$ cat src/rtl/tmds_pkg.sv
// Shared definitions for the per-channel TMDS encoder.
// Contents: symbol-type enum, disparity counter width, fixed control and
// guard-band symbols, and lookup helpers for control, TERC4 and guard symbols.
// All symbols are written bit 9 .. bit 0; bit 0 is serialised first.
package tmds_pkg;

    typedef enum logic [1:0] {
        MODE_CTRL  = 2'd0,
        MODE_VIDEO = 2'd1,
        MODE_TERC4 = 2'd2,
        MODE_GUARD = 2'd3
    } tmds_mode_e;

    // Running disparity is bounded to -16..+16, so six signed bits suffice.
    localparam int CNT_W = 6;

    localparam logic [9:0] CTRL_SYM_00 = 10'b1101010100;
    localparam logic [9:0] CTRL_SYM_01 = 10'b0010101011;
    localparam logic [9:0] CTRL_SYM_10 = 10'b0101010100;
    localparam logic [9:0] CTRL_SYM_11 = 10'b1010101011;

    localparam logic [9:0] GUARD_SYM_CH02 = 10'b1011001100;
    localparam logic [9:0] GUARD_SYM_CH1  = 10'b0100110011;

    // Number of ones in a byte.
    function automatic logic [3:0] popcount8(input logic [7:0] v);
        logic [3:0] n;
        n = 4'd0;
        for (int i = 0; i < 8; i++) begin
            n = n + {3'b000, v[i]};
        end
        return n;
    endfunction

    // Control-period symbol indexed by {c1,c0}.
    function automatic logic [9:0] ctrl_symbol(input logic [1:0] c);
        logic [9:0] s;
        case (c)
            2'd0:    s = CTRL_SYM_00;
            2'd1:    s = CTRL_SYM_01;
            2'd2:    s = CTRL_SYM_10;
            2'd3:    s = CTRL_SYM_11;
            default: s = CTRL_SYM_00;
        endcase
        return s;
    endfunction

    // Data-island TERC4 symbol for a 4-bit nibble.
    function automatic logic [9:0] terc4_symbol(input logic [3:0] t);
        logic [9:0] s;
        case (t)
            4'd0:    s = 10'b1010011100;
            4'd1:    s = 10'b1001100011;
            4'd2:    s = 10'b1011100100;
            4'd3:    s = 10'b1011100010;
            4'd4:    s = 10'b0101110001;
            4'd5:    s = 10'b0100011110;
            4'd6:    s = 10'b0110001110;
            4'd7:    s = 10'b0100111100;
            4'd8:    s = 10'b1011001100;
            4'd9:    s = 10'b0100111001;
            4'd10:   s = 10'b0110011100;
            4'd11:   s = 10'b1011000110;
            4'd12:   s = 10'b1010001110;
            4'd13:   s = 10'b1001110001;
            4'd14:   s = 10'b0101100011;
            4'd15:   s = 10'b1011000011;
            default: s = 10'b1010011100;
        endcase
        return s;
    endfunction

    // Video guard band: channel 1 differs; any other index (including an
    // out-of-range one) falls back to the channel 0/2 symbol.
    function automatic logic [9:0] guard_symbol(input int channel);
        return (channel == 32'sd1) ? GUARD_SYM_CH1 : GUARD_SYM_CH02;
    endfunction

endpackage

$ cat src/rtl/tmds_encoder_if.sv
// Symbol-input / TMDS-output bundle of one encoder channel.
// master: symbol source (drives mode/data_in/ctrl/terc4_in, reads data_out).
// slave : the encoder.
interface tmds_encoder_if;
    logic [1:0] mode;      // 0 CTRL, 1 VIDEO, 2 TERC4, 3 GUARD
    logic [7:0] data_in;   // pixel byte
    logic [1:0] ctrl;      // {c1,c0}
    logic [3:0] terc4_in;  // data-island nibble
    logic [9:0] data_out;  // TMDS symbol, bit 0 first on the wire

    modport master (output mode, output data_in, output ctrl, output terc4_in,
                    input  data_out);
    modport slave  (input  mode, input  data_in, input  ctrl, input  terc4_in,
                    output data_out);
endinterface

$ cat src/rtl/tmds_encoder_chk.sv
// Runtime checks for one TMDS encoder channel.
// Ports:
//   clk, rst_n  clock and asynchronous active-low reset of the encoder
//   cnt         running disparity register of the encoder
module tmds_encoder_chk #(
    parameter int CHANNEL = 0
) (
    input logic                   clk,
    input logic                   rst_n,
    input logic signed [5:0]      cnt
);

    a_channel_range: assert property (@(posedge clk) (CHANNEL <= 32'sd2))
        else $fatal(1, "tmds_encoder: CHANNEL %0d outside 0..2", CHANNEL);

    a_cnt_bounded: assert property (@(posedge clk) disable iff (!rst_n)
                                    ((cnt >= -6'sd16) && (cnt <= 6'sd16)))
        else $error("tmds_encoder: disparity %0d outside -16..16", cnt);

endmodule

$ cat src/rtl/tmds_qm.sv
// Transition-minimisation stage of TMDS video encoding (combinational).
// Ports:
//   d    in  8  pixel byte
//   q_m  out 9  transition-minimised word; q_m[8]=1 marks the XOR chain
//   n1q  out 4  ones in q_m[7:0]
//   n0q  out 4  zeros in q_m[7:0]
module tmds_qm
    import tmds_pkg::*;
(
    input  logic [7:0] d,
    output logic [8:0] q_m,
    output logic [3:0] n1q,
    output logic [3:0] n0q
);

    logic [3:0] n1_s;
    logic       use_xnor_s;

    assign n1_s       = popcount8(d);
    // Dense bytes (and 4-ones bytes starting with 0) pick XNOR to cut transitions.
    assign use_xnor_s = (n1_s > 4'd4) || ((n1_s == 4'd4) && (d[0] == 1'b0));

    // Build the XOR/XNOR chain and count its ones.
    always_comb begin : p_chain
        logic [7:0] chain_v;
        chain_v    = 8'h00;
        chain_v[0] = d[0];
        for (int i = 1; i < 8; i++) begin
            chain_v[i] = use_xnor_s ? ~(chain_v[i-1] ^ d[i]) : (chain_v[i-1] ^ d[i]);
        end
        q_m = {~use_xnor_s, chain_v};
        n1q = popcount8(chain_v);
        n0q = 4'd8 - popcount8(chain_v);
    end

endmodule

$ cat src/rtl/tmds_encoder.sv
// Per-channel TMDS encoder: pixel bytes, control bits, TERC4 nibbles or guard
// bands to 10-bit symbols for the 10:1 serializer. Two register stages, one
// symbol per clock, fixed 2-cycle latency for all modes.
// Ports:
//   clk    in  pixel clock (1x)
//   rst_n  in  asynchronous active-low reset (output returns to CTRL 00)
//   bus    tmds_encoder_if.slave: mode, data_in, ctrl, terc4_in in; data_out out
// Parameter CHANNEL (0..2) selects the video guard-band symbol.
module tmds_encoder
    import tmds_pkg::*;
#(
    parameter int CHANNEL = 0
) (
    input logic           clk,
    input logic           rst_n,
    tmds_encoder_if.slave bus
);

    logic [8:0]              qm_s;
    logic [3:0]              n1q_s;
    logic [3:0]              n0q_s;

    tmds_mode_e              s1_mode_r;
    logic [1:0]              s1_ctrl_r;
    logic [3:0]              s1_terc4_r;
    logic [8:0]              s1_qm_r;
    logic [3:0]              s1_n1q_r;
    logic [3:0]              s1_n0q_r;

    logic [9:0]              data_out_r;
    logic signed [CNT_W-1:0] cnt_r;

    logic [9:0]              sym_s;
    logic signed [CNT_W-1:0] cnt_nxt_s;
    logic signed [CNT_W-1:0] diff_s;
    logic                    q8_s;
    logic [7:0]              q_s;

    tmds_qm u_qm (
        .d   (bus.data_in),
        .q_m (qm_s),
        .n1q (n1q_s),
        .n0q (n0q_s)
    );

    // Stage 1: capture the minimised word alongside the symbol-type inputs.
    always_ff @(posedge clk or negedge rst_n) begin
        if (!rst_n) begin
            s1_mode_r  <= MODE_CTRL;
            s1_ctrl_r  <= 2'b00;
            s1_terc4_r <= 4'h0;
            s1_qm_r    <= 9'h000;
            s1_n1q_r   <= 4'd0;
            s1_n0q_r   <= 4'd0;
        end else begin
            s1_mode_r  <= tmds_mode_e'(bus.mode);
            s1_ctrl_r  <= bus.ctrl;
            s1_terc4_r <= bus.terc4_in;
            s1_qm_r    <= qm_s;
            s1_n1q_r   <= n1q_s;
            s1_n0q_r   <= n0q_s;
        end
    end

    assign q8_s   = s1_qm_r[8];
    assign q_s    = s1_qm_r[7:0];
    assign diff_s = $signed({2'b00, s1_n1q_r}) - $signed({2'b00, s1_n0q_r});

    // Stage 2 symbol selection and DC-balance update; non-video symbols clear cnt.
    always_comb begin
        sym_s     = CTRL_SYM_00;
        cnt_nxt_s = 6'sd0;
        case (s1_mode_r)
            MODE_VIDEO: begin
                if ((cnt_r == 6'sd0) || (diff_s == 6'sd0)) begin
                    // No bias either way: invert only on the XNOR path.
                    sym_s     = {~q8_s, q8_s, (q8_s ? q_s : ~q_s)};
                    cnt_nxt_s = cnt_r + (q8_s ? diff_s : -diff_s);
                end else if (((cnt_r > 6'sd0) && (diff_s > 6'sd0)) ||
                             ((cnt_r < 6'sd0) && (diff_s < 6'sd0))) begin
                    // Word would worsen the bias: send it inverted.
                    sym_s     = {1'b1, q8_s, ~q_s};
                    cnt_nxt_s = cnt_r + (q8_s ? 6'sd2 : 6'sd0) - diff_s;
                end else begin
                    sym_s     = {1'b0, q8_s, q_s};
                    cnt_nxt_s = cnt_r + diff_s - (q8_s ? 6'sd0 : 6'sd2);
                end
            end
            MODE_CTRL:  sym_s = ctrl_symbol(s1_ctrl_r);
            MODE_TERC4: sym_s = terc4_symbol(s1_terc4_r);
            MODE_GUARD: sym_s = guard_symbol(CHANNEL);
            default:    sym_s = CTRL_SYM_00;
        endcase
    end

    // Stage 2 register: output symbol and running disparity.
    always_ff @(posedge clk or negedge rst_n) begin
        if (!rst_n) begin
            data_out_r <= CTRL_SYM_00;
            cnt_r      <= 6'sd0;
        end else begin
            data_out_r <= sym_s;
            cnt_r      <= cnt_nxt_s;
        end
    end

    assign bus.data_out = data_out_r;

    tmds_encoder_chk #(.CHANNEL(CHANNEL)) u_chk (
        .clk   (clk),
        .rst_n (rst_n),
        .cnt   (cnt_r)
    );

endmodule

$ cat src/flat_wrapper.sv
// flat-port wrapper written by rule: the top's interface ports become plain ports
module tmds_encoder_flat import tmds_pkg::*;
#(
    parameter int CHANNEL = 0
)
  (clk, rst_n, bus_mode, bus_data_in, bus_ctrl, bus_terc4_in, bus_data_out);
  tmds_encoder_if bus_i ();
  input logic clk;
  input logic rst_n;
  input wire logic [$bits(bus_i.mode)-1:0] bus_mode;
  input wire logic [$bits(bus_i.data_in)-1:0] bus_data_in;
  input wire logic [$bits(bus_i.ctrl)-1:0] bus_ctrl;
  input wire logic [$bits(bus_i.terc4_in)-1:0] bus_terc4_in;
  output wire logic [$bits(bus_i.data_out)-1:0] bus_data_out;
  assign bus_i.mode = bus_mode;
  assign bus_i.data_in = bus_data_in;
  assign bus_i.ctrl = bus_ctrl;
  assign bus_i.terc4_in = bus_terc4_in;
  assign bus_data_out = bus_i.data_out;
  tmds_encoder #(.CHANNEL(CHANNEL)) u_core (.clk(clk), .rst_n(rst_n), .bus(bus_i));
endmodule
$ cat config.mk
export PLATFORM = sky130hd
export DESIGN_NAME = tmds_encoder_flat
export DESIGN_NICKNAME = d
export VERILOG_FILES = /design/src/rtl/tmds_pkg.sv /design/src/rtl/tmds_encoder_if.sv /design/src/rtl/tmds_encoder_chk.sv /design/src/rtl/tmds_qm.sv /design/src/rtl/tmds_encoder.sv /design/src/flat_wrapper.sv
export SDC_FILE = /design/constraint.sdc
export NUM_CORES = 1
export LEC_CHECK = 0
export CORE_ASPECT_RATIO = 2
export CORE_MARGIN = 2
export CORE_UTILIZATION = 50
export DETAILED_ROUTE_END_ITERATION = 7
export MAX_ROUTING_LAYER = met4
export PLACE_DENSITY_LB_ADDON = 0.08
export SYNTH_ARGS = -nofsm -noshare
export SYNTH_HDL_FRONTEND = slang
export SYNTH_SLANG_ARGS = --single-unit
$ cat constraint.sdc
create_clock -name clk -period 3.5 [get_ports clk]
set_input_delay 0.525 -clock clk [delete_from_list [all_inputs] [get_ports clk]]
set_output_delay 0.525 -clock clk [all_outputs]
set_load 0.05 [all_outputs]
==> flow_metrics.tcl <==
set metrics [dict create \
    status "finished, violations left" \
    violations "negative setup slack" \
    start_kind "input port" \
    maxSlewHeadroom_pct 26.3 \
    r2r_setup_slack_ns 0.45 \
    groute.usage.overall_pct 21.0 \
    routabilityCongestion 0.935 \
    synth_nets 404 \
    final_cell_area_sq_um 4010 \
    hold_path_class "in2async" \
    drtAntennaViolNets 0 \
    core_sq_um 6260 \
    worstPathCellList "buf_8, inv_4, fa_1, fa_1, fa_1, inv_1, ha_2, fa_1, nor3_2, o21ai_1, a21oi_1, buf_4, xnor2_4, fa_1, fa_1, fa_1, inv_2, ha_4, fa_2, inv_2, ha_4, xnor2_2" \
    synth-seq-cells 39 \
    syn_inst 328 \
    overflow 0 \
    cp_max_fo 3 \
    io-pin-count 28 \
    start_util_pct 51.4 \
    dp_hpwl_um 5440 \
    antenna_found_initial 0 \
    ys_seq_area_share_pct 30.6 \
    diodes 0 \
    skew_ns 0.00537 \
    ff2ff_path_depth 11 \
    endpoint_kind "flip-flop" \
    cp_common_cell "fa_1" \
    netlist-cell-type-count 48 \
    async_reset_ff_share_pct 100 \
    rsz0062_at_grt "true" \
    setup_viol 10 \
    maxCapViolations 0 \
    fmax_mhz 168 \
    cts_buffer_depth 2 \
    grt_pass1_wl_um 11100 \
    grt_max_degree 40 \
    synth_warnings 0 \
    hold_slack_ns 0.338 \
    rows 41 \
    cts_sinks 39 \
    drt_pre_antenna_iters 4 \
    r2r-end "u_core.bus.data_out[2]" \
    io_buffers 27 \
    slowest_stage "fa_2" \
    setup_slack_ns -2.45 \
    postLayoutCoreUtil_pct 64.0 \
    cpPeakStageDelay_ns 0.57 \
    final.fill_count 564 \
    hold_viol 0 \
    timing.final.crit_share_pct 170 \
    cts_made_buffers 5 \
    slew_violations 0 \
    final_nets 455 \
    synth.avg_cell_area_sq_um 9.80 \
    syn_area_sq_um 3210 \
    via_per_inst 5.23 \
    crit_arrival_ns 6.11 \
    drive_gt1_share_pct 17.6 \
    placed_cell_area_sq_um 3780 \
    fin_crit_ns 5.95 \
    drtIter0Drc 106 \
    synth_edf_count 0 \
    vias 2435 \
    clock-root-buffer "clkbuf_16" \
    cts_tree "done" \
    synthFlopType "dfrtp_1" \
    die_width_um 60.7 \
    tightest_slew_ns 1.10 \
    path_buf_inv 6 \
    clock_latency_ns 0.28 \
    die_h_um 117 \
    routed_wl_um 6570 \
    reg2reg_from "u_core.s1_n0q_r[1]" \
    critPathKind "in2reg" \
    htree_levels 2 \
    die_area_sq_um 7120 \
    clk_pin_slew_worst_paths_ns 0.06 \
    area_growth_pct 24.6 \
    crit_family "adder cells" \
    first_global_vias 2489 \
    routedWlPerCell_um 14.1 \
    setup-tns-final_ns -13.61 \
    crit_required_ns 3.67 \
    drc 0 \
]
## how the worst max path moves through the flow
stage                   startpoint                  to  slack (ns)  cells after the start
floorplan           bus_data_in[3]  u_core.s1_n0q_r[2]       -2.48                     21
global placement    bus_data_in[3]  u_core.s1_n0q_r[2]       -3.14                     22
CTS                 bus_data_in[3]  u_core.s1_n0q_r[2]       -2.47                     22
finish              bus_data_in[1]  u_core.s1_n0q_r[2]       -2.45                     22
detailed placement  bus_data_in[3]  u_core.s1_n0q_r[3]       -3.24                     22
global route        bus_data_in[1]  u_core.s1_n0q_r[2]       -2.63                     22
## state kept, by name (all words and copies together) (netlist names)
signal and flops:
u_core.bus.data_out 10, u_core.s1_qm_r 9, u_core.cnt_r 6, u_core.s1_terc4_r 4
u_core.s1_n0q_r 3, u_core.s1_n1q_r 3, u_core.s1_ctrl_r 2, u_core.s1_mode_r 2
## cell usage after synthesis, types with 2 or more instances
master | number | share of area, %
a211o_1 | 2 | 0.55
a211oi_1 | 4 | 0.93
a21o_1 | 4 | 0.93
a21oi_1 | 20 | 3.1
a221o_1 | 2 | 0.62
a31oi_1 | 4 | 0.78
and3_1 | 2 | 0.39
clkbuf_1 | 7 | 0.82
dfrtp_1 | 34 | 26
dfstp_2 | 5 | 4.1
fa_1 | 13 | 8.1
ha_1 | 45 | 18
inv_1 | 53 | 6.2
mux2i_1 | 3 | 0.93
nand2_1 | 7 | 0.82
nand2b_1 | 5 | 0.97
nand4_1 | 2 | 0.39
nor2_1 | 19 | 2.2
nor2b_1 | 6 | 1.2
nor3_1 | 6 | 0.93
nor3b_1 | 2 | 0.47
nor4_1 | 2 | 0.39
o211ai_1 | 3 | 0.70
o21a_1 | 2 | 0.47
o21ai_0 | 18 | 2.8
o22ai_1 | 2 | 0.39
o2bb2ai_1 | 2 | 0.55
o31a_1 | 2 | 0.55
xnor2_1 | 22 | 6.0
xnor2_2 | 2 | 1.0
xor2_1 | 11 | 3.0
## placed cells by master (no fill, tap or decap), types with 3 or more instances in the layout
| cell type | instances |
|---|---|
| mux2i_1 | 3 |
| o21ai_0 | 17 |
| o211ai_1 | 3 |
| nor2b_1 | 6 |
| a21o_1 | 4 |
| xor2_1 | 9 |
| a21oi_1 | 20 |
| fa_1 | 12 |
| nand2b_1 | 5 |
| nor2_1 | 19 |
| inv_2 | 4 |
| a31oi_1 | 4 |
| dfrtp_1 | 34 |
| a211oi_1 | 4 |
| nor3_1 | 4 |
| buf_4 | 24 |
| xnor2_1 | 20 |
| clkbuf_16 | 5 |
| inv_1 | 47 |
| ha_1 | 42 |
| clkdlybuf4s50_1 | 23 |
| xnor2_2 | 3 |
| nand2_1 | 7 |
| dfstp_2 | 5 |
## layer usage
layer | up-vias | wire length [um] | track usage, %
met4 | 0 | 282 | 11.8
li1 | 1203 | - | -
met5 | - | 0 | -
met1 | 1172 | 2320 | 20.4
met3 | 20 | 101 | 2.54
met2 | 40 | 3860 | 37.5
## what timing repair did
| item | in CTS | in global routing |
|---|---|---|
| endpoints found under the setup margin | 11 | 10 |
| setup buffers | 1 | 2 |
| pin swaps | 17 | 14 |
| hold buffers | 0 | 0 |
| gates cloned | 0 | 0 |
| resized for setup | 23 | 8 |
## metrics by stage
step | std cells | worst slack (ns)
final | 466 | -2.45
after floorplan | 328 | -2.48
after global routing | 466 | -2.63
after CTS | 465 | -2.47
after detailed placement | 456 | -3.24
after global placement | 456 | -3.14
## worst register-to-register path, stage by stage, from the launching register on
cell       delay (ns)
dfrtp_1          0.35
inv_1            0.05
ha_1             0.39
nor3_1           0.22
o2bb2ai_1        0.11
nand3_1          0.12
inv_1            0.06
ha_1             0.17
a31oi_1          0.27
mux2i_2          0.73
xnor2_1          0.19
o311ai_2         0.30
## logic make-up (layout without fill, tap and decap cells)
kind of cell,Yosys count,count (layout),synth area share (%)
compound gates,73,73,14.8
xor+xnor,37,37,11.6
fa+ha+maj,58,58,25.6
buf+inv,61,113,7.16
flops,39,39,30.6
mux,5,5,1.71
simple gates,55,55,8.52
## final cells by class
type	instances	area (sq um)	share of cell area (%)
clock buffers	5	125	3.12
clock inverters	3	20.0	0.500
inverters	53	209	5.22
multi-input cells	228	2090	52.3
flip-flops and latches	39	982	24.5
well taps	86	108	2.69
repair buffers	52	468	11.7
Power is not shown: default switching activity piles up to over one toggle a cycle in this logic, so the estimate is an artifact.
